**config.mk**
```make
export PLATFORM = sky130hd
export DESIGN_NAME = pulse_width_encoder
export DESIGN_NICKNAME = d
export VERILOG_FILES = /design/src/rtl/pulse_width_encoder.sv
export SDC_FILE = /design/constraint.sdc
export NUM_CORES = 1
export LEC_CHECK = 0
export BUFFER_PORTS_ARGS = -buffer_cell sky130_fd_sc_hd__buf_2
export CAP_MARGIN = 20
export CORE_MARGIN = 4
export CORE_UTILIZATION = 55
export DETAILED_ROUTE_END_ITERATION = 10
export PLACE_DENSITY_LB_ADDON = 0.15
export SYNTH_ARGS = -nofsm -noshare
export SYNTH_HDL_FRONTEND = slang
export SYNTH_SLANG_ARGS = --single-unit
```
**constraint.sdc**
```tcl
create_clock -name CLK -period 10.1 [get_ports CLK]
set_input_delay 1.515 -clock CLK [delete_from_list [all_inputs] [get_ports CLK]]
set_output_delay 1.515 -clock CLK [all_outputs]
set_load 0.005 [all_outputs]
```
**src/rtl/pulse_width_encoder.sv**
```systemverilog
// ----------------------------------------------------------------------------
// pulse_width_encoder
//
// Sits between the per-transducer intensity/phase stream and the duty table
// memory. For every accepted input it forms IDX = intensity * modulation,
// presents it on the duty table bus, captures the table's 8-bit pulse width
// TABLE_LATENCY cycles later and emits it together with the matching
// (delayed) phase and a running transducer index. One burst covers DEPTH
// transducers and is started by START.
//
// Ports
//   CLK, RST_N        clock, asynchronous active-low reset
//   START, MOD_IN     burst start pulse, modulation latched on START
//   DIN_VALID         INTENSITY_IN / PHASE_IN valid this cycle
//   DUTY_TABLE_IDX    table index (16-bit product) to the duty table bus
//   DUTY_TABLE_VALUE  table result from the duty table bus
//   DOUT_VALID        PULSE_WIDTH_OUT / PHASE_OUT / DOUT_IDX valid
//   BUSY              burst in progress (RUN or DRAIN)
//   DONE              one-cycle pulse after the last output of a burst
// ----------------------------------------------------------------------------
module pulse_width_encoder #(
    parameter int DEPTH         = 249,
    parameter int TABLE_LATENCY = 2
) (
    input  logic        CLK,
    input  logic        RST_N,
    input  logic        START,
    input  logic [7:0]  MOD_IN,
    input  logic        DIN_VALID,
    input  logic [7:0]  INTENSITY_IN,
    input  logic [7:0]  PHASE_IN,
    output logic [15:0] DUTY_TABLE_IDX,
    input  logic [7:0]  DUTY_TABLE_VALUE,
    output logic        DOUT_VALID,
    output logic [7:0]  PULSE_WIDTH_OUT,
    output logic [7:0]  PHASE_OUT,
    output logic [7:0]  DOUT_IDX,
    output logic        BUSY,
    output logic        DONE
);

    // Stage 1 is the IDX register, the last stage is the output register;
    // the table value is captured into the output register directly.
    localparam int         STAGES = TABLE_LATENCY + 2;
    localparam logic [7:0] LAST   = 8'(DEPTH - 1);

    typedef enum logic [1:0] {IDLE, RUN, DRAIN} state_e;

    state_e                  state_q, state_d;
    logic                    done_q, done_d;
    logic [7:0]              mod_q;
    logic [7:0]              in_cnt_q;
    logic [7:0]              out_cnt_q;
    logic [15:0]             idx_q;
    logic [STAGES:1]         vld_pipe;
    logic [STAGES-1:1][7:0]  ph_pipe_q;
    logic [7:0]              pw_q;
    logic [7:0]              ph_out_q;
    logic [7:0]              dout_idx_q;

    logic accept;
    logic start_ok;
    logic load_out;

    // Inputs only enter the pipeline while RUN; IDLE and DRAIN drop them.
    assign accept   = DIN_VALID && (state_q == RUN);
    assign start_ok = START && (state_q == IDLE);
    // The item one stage before the output register sees its table value now.
    assign load_out = vld_pipe[STAGES-1];

    // ------------------------------------------------------------------------
    // Burst FSM
    // ------------------------------------------------------------------------
    always_ff @(posedge CLK or negedge RST_N) begin
        if (!RST_N) begin
            state_q <= IDLE;
            done_q  <= 1'b0;
        end else begin
            state_q <= state_d;
            done_q  <= done_d;
        end
    end

    always_comb begin
        state_d = state_q;
        done_d  = 1'b0;
        unique case (state_q)
            IDLE:  if (START) state_d = RUN;
            RUN:   if (accept && (in_cnt_q == LAST)) state_d = DRAIN;
            // The last output is on the bus this cycle: DONE follows it.
            DRAIN: if (vld_pipe[STAGES] && (dout_idx_q == LAST)) begin
                       state_d = IDLE;
                       done_d  = 1'b1;
                   end
            default: state_d = IDLE;
        endcase
    end

    // ------------------------------------------------------------------------
    // Burst bookkeeping: modulation latch and in/out counters
    // ------------------------------------------------------------------------
    always_ff @(posedge CLK or negedge RST_N) begin
        if (!RST_N) begin
            mod_q     <= '0;
            in_cnt_q  <= '0;
            out_cnt_q <= '0;
        end else begin
            if (start_ok) begin
                mod_q     <= MOD_IN;
                in_cnt_q  <= '0;
                out_cnt_q <= '0;
            end else begin
                if (accept)   in_cnt_q  <= in_cnt_q + 8'd1;
                if (load_out) out_cnt_q <= out_cnt_q + 8'd1;
            end
        end
    end

    // ------------------------------------------------------------------------
    // Datapath pipeline
    // ------------------------------------------------------------------------
    always_ff @(posedge CLK or negedge RST_N) begin
        if (!RST_N) begin
            idx_q     <= '0;
            vld_pipe  <= '0;
            ph_pipe_q <= '0;
        end else begin
            // IDX holds between accepted inputs.
            if (accept) idx_q <= 16'(INTENSITY_IN) * 16'(mod_q);
            vld_pipe     <= {vld_pipe[STAGES-1:1], accept};
            ph_pipe_q[1] <= PHASE_IN;
            for (int k = 2; k < STAGES; k++) begin
                ph_pipe_q[k] <= ph_pipe_q[k-1];
            end
        end
    end

    // Output register: pulse width, phase and index update together and
    // hold while no item is emitted.
    always_ff @(posedge CLK or negedge RST_N) begin
        if (!RST_N) begin
            pw_q       <= '0;
            ph_out_q   <= '0;
            dout_idx_q <= '0;
        end else if (load_out) begin
            pw_q       <= DUTY_TABLE_VALUE;
            ph_out_q   <= ph_pipe_q[STAGES-1];
            dout_idx_q <= out_cnt_q;
        end
    end

    assign DUTY_TABLE_IDX  = idx_q;
    assign DOUT_VALID      = vld_pipe[STAGES];
    assign PULSE_WIDTH_OUT = pw_q;
    assign PHASE_OUT       = ph_out_q;
    assign DOUT_IDX        = dout_idx_q;
    assign BUSY            = (state_q != IDLE);
    assign DONE            = done_q;

endmodule
```
==> flow_summary.json, run 1 <==
{
  "die_y_um": 107,
  "relSlewSlack_pct": 36.8,
  "synthCells": 484,
  "syn_avg_cell_area_um2": 11.2,
  "pwr-share-comb_pct": 64.6,
  "timing.rr.start": "mod_q[6]$_DFFE_PN0P_",
  "fin_crit_ns": 5.07,
  "finalCritPeriodShare_pct": 50.2,
  "wl_per_cell_um": 14.5,
  "clockBufferDepth": 2,
  "cap_violations": 0,
  "yosys.area.top_type": "dfrtp_1",
  "power.internal_w": 0.00119,
  "synth.area.top_cells": "dfrtp_1 44%, fa_1 13%, ha_1 9.0%",
  "startpoint_type": "input pin",
  "crit_type": "in -> reg",
  "setup_tns_ns": 0,
  "final_cell_mix": "95 x dfrtp_1, 77 x buf_2, 54 x nand2_1",
  "reg2reg_depth": 13,
  "cts_root_buf": "clkbuf_8",
  "cp_data_arrival_time_ns": 5.36,
  "regArea_um2": 2380,
  "final_nets": 678,
  "die_w_um": 107,
  "hold_class": "reg -> reg",
  "cts_setup_buffers": 0,
  "switching_share_pct": 46.8,
  "cts_buffers": 9,
  "pre_cts_ws_ns": 4.63,
  "cts_hold_buf": 0,
  "multi_input_area_um2": 2830,
  "grt_start_max_net_pins": 80,
  "cts_tree": "done",
  "grt-ovfl-total": 0,
  "place_hpwl_um": 7690,
  "drt_iter0_drc": 127,
  "drt_first_pass_iters": 5,
  "worstPathMaxFanout": 8,
  "clock_latency_ns": 0.37,
  "power_density_nw_per_um2": 362,
  "final_core_util_pct": 63.7,
  "syn-num-nets": 595,
  "num-fill-cells": 778,
  "ir_drop_mv": 0.257,
  "grt_pass1_vias": 3642,
  "status": "completed",
  "routed_wl_um": 10200,
  "synth_top_area_share_pct": 43.7,
  "setup-violations-final": 0,
  "hold_viol": 0,
  "setup_slack_ns": 5.03,
  "power.switching_w": 0.00104,
  "timing.rr.end": "DUTY_TABLE_IDX[13]$_DFFE_PN0P_",
  "fin_skew_ns": 0.0152,
  "ys_seq_area_share_pct": 43.7,
  "maxSlewViolCount": 0,
  "clkPwrFrac_pct": 10.6,
  "antenna_cells": 0,
  "p_seq_share_pct": 24.8,
  "num_rows": 36,
  "r2r_slack_ns": 5.80,
  "via_per_inst": 5.04,
  "cts-resized-gates": 0,
  "core_um2": 9680,
  "antenna_left": 0,
  "die_area_um2": 11500,
  "num_vias": 3555,
  "clk_pin_slew_ns": 0.08,
  "fmax_mhz": 197,
  "drive_gt1_share_pct": 23.3,
  "grt_pass1_wl_um": 17500,
  "grt_antenna_before_repair": 0,
  "htreeDepth": 3,
  "clock-sinks": 95,
  "yosysWarnings": 0,
  "setup.worst_path.start": "INTENSITY_IN[1]",
  "synth-seq-cells": 95,
  "port_buffers": 78,
  "worst_pin_slew_ns": 0.949,
  "end_kind": "register",
  "track_usage_pct": 19.3,
  "holdWs_ns": 0.353,
  "synth_cell_types": 42,
  "leakage_nw": 3.11,
  "gp_congestion": 0.848,
  "synthToLayoutAreaGrowth_pct": 13.4,
  "start_util_pct": 56.2,
  "drc": 0,
  "io_pins": 79,
  "final_common_cell": "dfrtp_1",
  "syn_area_um2": 5440,
  "crit_required_ns": 10.39,
  "rsz0062_at_grt": "no",
  "endpoint": "DUTY_TABLE_IDX[13]$_DFFE_PN0P_"
}
-- registers in the layout (all words and copies together), names as in the netlist --
name and flops:
DONE 1, DOUT_IDX 8, DUTY_TABLE_IDX 16, PHASE_OUT 8, PULSE_WIDTH_OUT 8, in_cnt_q 8
mod_q 8, out_cnt_q 8, ph_pipe_q 24, state_q 2, vld_pipe 4
-- power by group through the flow --
stage	Combinational, W	Clock (W)	Sequential, W
global route	0.00166	0.000262	0.000568
CTS	0.00145	0.000248	0.000553
detailed placement	0.00143	0	0.000561
floorplan	0.00110	0	0.000542
finish	0.00144	0.000238	0.000553
global placement	0.00140	0	0.000557
-- per-stage QoR --
step	cells	power [W]	instance area, um2
2_1_floorplan	484	0.00165	5440
3_3_place_gp	689	0.00196	5980
3_5_place_dp	689	0.00199	5980
4_1_cts	705	0.00225	6170
5_1_grt	705	0.00249	6170
6_report	705	0.00223	6170
-- worst min path at each step --
| stage | from | cells after the start | slack, ns | to |
|---|---|---|---|---|
| finish | vld_pipe[1]$_DFF_PN0_ | 0 | 0.35 | vld_pipe[2]$_DFF_PN0_ |
| global route | ph_pipe_q[6]$_DFF_PN0_ | 0 | 0.36 | ph_pipe_q[14]$_DFF_PN0_ |
| CTS | ph_pipe_q[10]$_DFF_PN0_ | 0 | 0.35 | ph_pipe_q[18]$_DFF_PN0_ |
| detailed placement | ph_pipe_q[2]$_DFF_PN0_ | 0 | 0.33 | ph_pipe_q[10]$_DFF_PN0_ |
| global placement | ph_pipe_q[10]$_DFF_PN0_ | 0 | 0.33 | ph_pipe_q[18]$_DFF_PN0_ |
| floorplan | ph_pipe_q[2]$_DFF_PN0_ | 0 | 0.33 | ph_pipe_q[10]$_DFF_PN0_ |
-- cell usage after synthesis, drive strengths merged --
| cell | instances |
|---|---|
| dfrtp | 95 |
| nand2 | 54 |
| and2 | 52 |
| inv | 50 |
| ha | 39 |
| fa | 36 |
| mux2 | 32 |
| xor2 | 18 |
| o21ai | 16 |
| a21oi | 15 |
| nor2 | 15 |
| nand4 | 9 |
| buf | 7 |
| nand3 | 5 |
| nand2b | 4 |
| a21o | 3 |
| and3 | 3 |
| clkbuf | 3 |
| nor3 | 3 |
| o211ai | 3 |
| or3 | 3 |
| xnor2 | 3 |
| a31oi | 2 |
| mux2i | 2 |
| a211oi | 1 |
| a21boi | 1 |
| a22oi | 1 |
| a31o | 1 |
| nand3b | 1 |
| nor2b | 1 |
| nor4 | 1 |
| o21bai | 1 |
| o22ai | 1 |
| o31ai | 1 |
| or2 | 1 |
| or4 | 1 |
-- routing by layer --
metal  GRT usage, %  wire (um)  up-vias
met5              0          0        -
met4           6.04        153        0
met3           4.08        478       12
met2           29.5       4560       71
met1           28.0       5030     1732
li1               -          -     1740
-- critical path, stage by stage --
cell	delay (ns)
buf_2	0.14
and2_1	0.18
fa_1	0.51
fa_1	0.52
fa_1	0.55
inv_1	0.06
fa_1	0.52
inv_1	0.04
ha_1	0.35
o211ai_1	0.13
a21oi_2	0.18
o21ai_2	0.11
or4_1	0.46
nand3_1	0.09
-- cell type report --
| type | instances | area share [%] |
|---|---|---|
| clock inverters | 7 | 1.05 |
| clock buffers | 9 | 2.01 |
| inverters | 50 | 3.04 |
| well taps | 133 | 2.70 |
| flip-flops and latches | 95 | 38.5 |
| multi-input cells | 329 | 45.8 |
| repair buffers | 82 | 6.86 |
-- logic make-up (layout without fill, tap and decap cells) --
family          Yosys count  count (layout)  share of synthesized area, %
compound gates           46              46                          5.02
xor+xnor                 21              21                          3.38
fa+ha+maj                75              75                          22.2
buf+inv                  60             148                          4.35
flops                    95              95                          43.7
mux                      34              34                          6.99
simple gates            153             153                          14.3
(Power assumes the default switching activity.)
==> run 2: changes to the inputs <==
Settings changed: ABC_AREA from default to 1.
Clock period 10.1 ns to 4.7 ns, I/O delays scaled along.
==> flow_summary.json, run 2 <==
{
  "clkPwrFrac_pct": 37.5,
  "num_rows": 37,
  "cts_root_buf": "clkbuf_8",
  "gp_congestion": 0.830,
  "num_vias": 4430,
  "pwr-share-comb_pct": 2.8,
  "rsz0062_at_grt": "no",
  "hold_class": "reg -> reg",
  "synth_cell_types": 26,
  "finalCritPeriodShare_pct": 86.0,
  "htreeDepth": 3,
  "yosys-top-cells-count": "256 x nand2_1, 150 x inv_1, 95 x dfrtp_1, 39 x ha_1, 36 x fa_1",
  "via_per_inst": 4.82,
  "async_flop_share_pct": 100,
  "hold_viol": 0,
  "final_cell_mix": "256 x nand2_1, 150 x inv_1, 95 x dfrtp_1",
  "reg2reg_depth": 17,
  "synth_top_area_share_pct": 40.9,
  "clk_pin_slew_ns": 0.09,
  "cap_violations": 0,
  "cts_setup_buffers": 0,
  "hold_depth": 0,
  "grt_pass1_vias": 4536,
  "drive_gt1_share_pct": 12.6,
  "wl_per_cell_um": 12.1,
  "final_nets": 889,
  "power.internal_w": 0.00109,
  "synth.area.top_cells": "dfrtp_1 41%, nand2_1 17%, fa_1 12%",
  "holdCritStartpoint": "ph_pipe_q[2]$_DFF_PN0_",
  "grt-ovfl-total": 0,
  "leakage_nw": 4.11,
  "core_um2": 10300,
  "maxSlewViolCount": 0,
  "setup-violations-final": 0,
  "worst_pin_slew_ns": 0.932,
  "cts-resized-gates": 0,
  "startpoint_type": "register",
  "setup_tns_ns": 0,
  "io_pins": 79,
  "pre_cts_ws_ns": 0.322,
  "grt_antenna_before_repair": 0,
  "ir_drop_mv": 0.121,
  "switching_share_pct": 21.8,
  "r2r_slack_ns": 0.66,
  "die_y_um": 111,
  "place_hpwl_um": 8660,
  "timing.rr.start": "mod_q[7]$_DFFE_PN0P_",
  "antenna_cells": 0,
  "die_area_um2": 12300,
  "synth-seq-cells": 95,
  "syn_area_um2": 5820,
  "synth.most_common_cell": "nand2_1",
  "cts_buffers": 9,
  "end_kind": "register",
  "grt_start_max_net_pins": 69,
  "antenna_left": 0,
  "timing.rr.end": "DUTY_TABLE_IDX[15]$_DFFE_PN0P_",
  "yosysWarnings": 0,
  "drt_iter0_drc": 264,
  "synthToLayoutAreaGrowth_pct": 11.3,
  "fin_crit_ns": 4.04,
  "crit_type": "reg -> reg",
  "cts_tree": "done",
  "drt_first_pass_iters": 4,
  "status": "completed",
  "drc": 0,
  "regMostFlops": "ph_pipe_q",
  "cp_data_arrival_time_ns": 4.30,
  "syn-num-nets": 825,
  "setup_slack_ns": 0.660,
  "relSlewSlack_pct": 37.9,
  "clockBufferDepth": 2,
  "power_density_nw_per_um2": 214,
  "syn_avg_cell_area_um2": 8.15,
  "synth_edf_count": 0,
  "grt_pass1_wl_um": 20200,
  "clock_latency_ns": 0.36,
  "holdPathEnd": "ph_pipe_q[10]$_DFF_PN0_",
  "worstPathMaxFanout": 9,
  "clock-sinks": 95,
  "p_seq_share_pct": 59.7,
  "start_util_pct": 56.4,
  "die_w_um": 111,
  "synth_ff_type": "dfrtp_1",
  "track_usage_pct": 19.8,
  "cts_hold_buf": 0,
  "synthCells": 714,
  "final_common_cell": "nand2_1",
  "fmax_mhz": 248,
  "ys_seq_area_share_pct": 40.9,
  "routed_wl_um": 11100,
  "largest_register_ffs": 24,
  "power.switching_w": 0.000303,
  "port_buffers": 78,
  "crit_required_ns": 4.96,
  "fin_skew_ns": 0.0119,
  "yosys.area.top_type": "dfrtp_1"
}
==> run 2: cell count changes in the layout (fill, tap and decap cells not counted), sizes merged, moves of 4 or more <==
cell,delta
o21ai,+8
nor3,+5
nand2,+203
nand2b,-4
nor2,+10
nand3,+18
mux2,-32
xor2,-16
and2,-51
inv,+98
==> run 2: cell families after synthesis <==
family	synth area share, %
AND/OR/NAND/NOR	22.6
buffers and inverters	11.5
flip-flops	40.9
adder cells (fa/ha/maj)	20.8
AO/OA/AOI/OAI	3.44
XOR/XNOR	0.753
==> run 2: stage by stage <==
step	power (W)	hold slack, ns	area, um2	utilization (%)	instances
6_report	0.00139	0.347	6470	62.7	919
5_1_grt	0.00145	0.351	6470	62.7	919
2_1_floorplan	0.000852	0.331	5820	-	714
4_1_cts	0.00141	0.350	6470	62.7	919
3_3_place_gp	0.000884	0.332	6290	60.9	903
3_5_place_dp	0.000885	0.335	6290	60.9	903
==> run 2: cell type report <==
class                   instances  area (um2)
clock inverters                 5        57.6
clock buffers                  11         131
repair buffers                 79         400
flip-flops and latches         95        2380
multi-input cells             442        2770
inverters                     151         568
well taps                     136         170
fillers                       918        3850
==> run 2: per-layer routing <==
layer	GRT usage (%)	vias up	part of all wire, %
met5	0	-	0
met4	7.55	0	2.2
met3	3.82	19	4.2
met2	34.3	93	50
met1	24.6	2084	43
li1	-	2234	-
==> run 2: how the worst max path moves through the flow <==
stage / start / endpoint / slack (ns) / depth (start not counted)
after floorplan: INTENSITY_IN[0] / DUTY_TABLE_IDX[15]$_DFFE_PN0P_ / 0.44 / 18
after global placement: INTENSITY_IN[0] / DUTY_TABLE_IDX[15]$_DFFE_PN0P_ / 0.36 / 18
after detailed placement: INTENSITY_IN[0] / DUTY_TABLE_IDX[15]$_DFFE_PN0P_ / 0.32 / 18
after CTS: mod_q[6]$_DFFE_PN0P_ / DUTY_TABLE_IDX[15]$_DFFE_PN0P_ / 0.64 / 17
after global routing: mod_q[6]$_DFFE_PN0P_ / DUTY_TABLE_IDX[9]$_DFFE_PN0P_ / 0.37 / 16
final: mod_q[7]$_DFFE_PN0P_ / DUTY_TABLE_IDX[15]$_DFFE_PN0P_ / 0.66 / 17
==> run 2: power groups by stage <==
stage	logic, W	registers (W)	clock network [W]
global route	0.0000447	0.000831	0.000575
finish	0.0000383	0.000829	0.000521
global placement	0.0000385	0.000845	0
CTS	0.0000398	0.000829	0.000542
detailed placement	0.0000397	0.000846	0
floorplan	0.00000710	0.000845	0
==> run 2: critical path, cell delays in order, from the launching register on <==
cell and delay (ns):
dfrtp_1 0.52, nand2_1 0.13, fa_1 0.52, fa_1 0.55
inv_1 0.06, fa_1 0.52, inv_1 0.06, fa_1 0.53
inv_1 0.04, ha_1 0.33, nand2_1 0.12, nor2_1 0.13
and2_1 0.14, nand2_1 0.06, nand3_1 0.07, nand2_1 0.05
nand3_1 0.06, nand2_1 0.05
==> run 3: changes to the inputs <==
Settings changed: CORE_UTILIZATION 55 to 58.
==> flow_summary.json, run 3 (same netlist as run 2, synthesis figures left out) <==
{
  "grt_pass1_vias": 4687,
  "startpoint_type": "register",
  "clock_latency_ns": 0.36,
  "crit_top_cell": "nand2_1",
  "slowest_stage": "dfrtp_1",
  "reg2reg_depth": 17,
  "drive_gt1_share_pct": 12.8,
  "hold_viol": 0,
  "die_w_um": 108,
  "gp_congestion": 0.862,
  "antenna_left": 0,
  "core_um2": 9770,
  "track_usage_pct": 22.0,
  "num_rows": 36,
  "antenna_cells": 0,
  "drt_first_pass_iters": 4,
  "relSlewSlack_pct": 36.7,
  "cap_violations": 0,
  "use_met1_pct": 26.7,
  "status": "completed",
  "path_buf_inv": 3,
  "r2r_slack_ns": 0.57,
  "setup_tns_ns": 0,
  "cts_buffers": 9,
  "fin_skew_ns": 0.0114,
  "leakage_nw": 4.12,
  "cts_root_buf": "clkbuf_8",
  "end_kind": "register",
  "fin_crit_ns": 4.13,
  "worst_pin_slew_ns": 0.949,
  "grt-ovfl-total": 0,
  "path_cells": "nand2_1, fa_1, fa_1, inv_1, fa_1, inv_1, fa_1, inv_1, ha_1, nand2_1, nor2_1, and2_1, nand2_1, nand3_1, nand2_1, nand3_1, nand2_1",
  "final_nets": 889,
  "place_hpwl_um": 8870,
  "htreeDepth": 3,
  "grt_antenna_before_repair": 0,
  "clockBufferDepth": 2,
  "num-fill-cells": 846,
  "via_per_inst": 4.88,
  "critPathMaxStageDelay_ns": 0.57,
  "finalCritPeriodShare_pct": 87.8,
  "die_area_um2": 11700,
  "synthToLayoutAreaGrowth_pct": 12.1,
  "regMostFlops": "ph_pipe_q",
  "cp_top_family": "adder cells",
  "routed_wl_um": 11300,
  "wl_per_cell_um": 12.4,
  "drt_iter0_drc": 269,
  "worstPathMaxFanout": 9,
  "port_buffers": 78,
  "grtUsageMet3_pct": 3.58,
  "grt.busiest_layer": "met2",
  "start_util_pct": 59.5,
  "final_core_util_pct": 66.7,
  "dpl.cell_count": 900,
  "final_common_cell": "nand2_1",
  "grt_pass1_wl_um": 20500,
  "largest_register_ffs": 24,
  "hold_class": "in -> async",
  "ir_drop_mv": 0.167,
  "io_pins": 79,
  "grt_start_max_net_pins": 57,
  "fmax_mhz": 242,
  "use_met2_pct": 39.8,
  "maxSlewViolCount": 0,
  "power_density_nw_per_um2": 231,
  "rsz0062_at_grt": "no",
  "clk_pin_slew_ns": 0.09,
  "final_cell_mix": "256 x nand2_1, 150 x inv_1, 95 x dfrtp_1",
  "cts_setup_buffers": 0,
  "multi_input_area_um2": 2770,
  "stdcell_count": 915,
  "cts_hold_buf": 0,
  "die_y_um": 108,
  "clock-sinks": 95,
  "crit_type": "reg -> reg",
  "setup-violations-final": 0,
  "timing.rr.end": "DUTY_TABLE_IDX[15]$_DFFE_PN0P_",
  "regArea_um2": 2380,
  "crit_required_ns": 4.96,
  "timing.rr.start": "mod_q[6]$_DFFE_PN0P_",
  "cts-resized-gates": 0,
  "cp_data_arrival_time_ns": 4.39,
  "num_vias": 4468,
  "drc": 0,
  "cts_tree": "done"
}
==> run 3: cell count changes in the layout (fill, tap and decap cells not counted), sizes merged <==
cell / change
bufinv: +2
clkinv: -3
clkbuf: -2
inv: +1
clkinvlp: +1
==> run 3: cell type report <==
cell class	instances	area share [%]
multi-input combinational	442	42.5
tap	133	2.55
sequential	95	36.5
timing repair buffer	79	6.14
clock inverter	6	1.77
inverter	151	8.71
clock buffer	9	1.90
==> run 3: how the worst max path moves through the flow <==
stage	from	endpoint	slack, ns	depth (start not counted)
2_1_floorplan	INTENSITY_IN[0]	DUTY_TABLE_IDX[15]$_DFFE_PN0P_	0.44	18
3_3_place_gp	INTENSITY_IN[0]	DUTY_TABLE_IDX[15]$_DFFE_PN0P_	0.35	18
6_report	mod_q[6]$_DFFE_PN0P_	DUTY_TABLE_IDX[15]$_DFFE_PN0P_	0.57	17
4_1_cts	mod_q[6]$_DFFE_PN0P_	DUTY_TABLE_IDX[15]$_DFFE_PN0P_	0.58	17
5_1_grt	mod_q[6]$_DFFE_PN0P_	DUTY_TABLE_IDX[10]$_DFFE_PN0P_	0.28	18
3_5_place_dp	INTENSITY_IN[0]	DUTY_TABLE_IDX[15]$_DFFE_PN0P_	0.26	18
==> run 3: layer usage <==
| layer | vias to the layer above | wire length [um] |
|---|---|---|
| met5 | - | 0 |
| met2 | 94 | 5880 |
| met3 | 19 | 506 |
| met1 | 2121 | 4730 |
| li1 | 2234 | - |
| met4 | 0 | 204 |
==> run 3: stage by stage <==
stage | hold slack (ns) | instance area (um2) | power [W] | worst slack, ns
2_1_floorplan | 0.331 | 5820 | 0.000852 | 0.436
3_3_place_gp | 0.331 | 6280 | 0.000884 | 0.345
3_5_place_dp | 0.335 | 6280 | 0.000886 | 0.264
4_1_cts | 0.293 | 6520 | 0.00152 | 0.581
5_1_grt | 0.319 | 6520 | 0.00156 | 0.279
6_report | 0.296 | 6520 | 0.00151 | 0.575
==> run 3: where the power goes <==
| part | total (W) | switching, W | leakage, nW | internal (W) |
|---|---|---|---|---|
| Sequential | 0.000830 | 0.00000278 | 1.19 | 0.000827 |
| Clock | 0.000638 | 0.000284 | 0.116 | 0.000354 |
| Combinational | 0.0000383 | 0.0000270 | 2.81 | 0.0000113 |
| Total | 0.00151 | 0.000314 | 4.12 | 0.00119 |
==> run 3: worst reg2reg max path, cell delays in order, from the launching register on <==
cell	delay, ns
dfrtp_1	0.57
nand2_1	0.13
fa_1	0.50
fa_1	0.55
inv_1	0.05
fa_1	0.54
inv_1	0.06
fa_1	0.53
inv_1	0.04
ha_1	0.34
nand2_1	0.13
nor2_1	0.14
and2_1	0.13
nand2_1	0.06
nand3_1	0.07
nand2_1	0.05
nand3_1	0.06
nand2_1	0.07
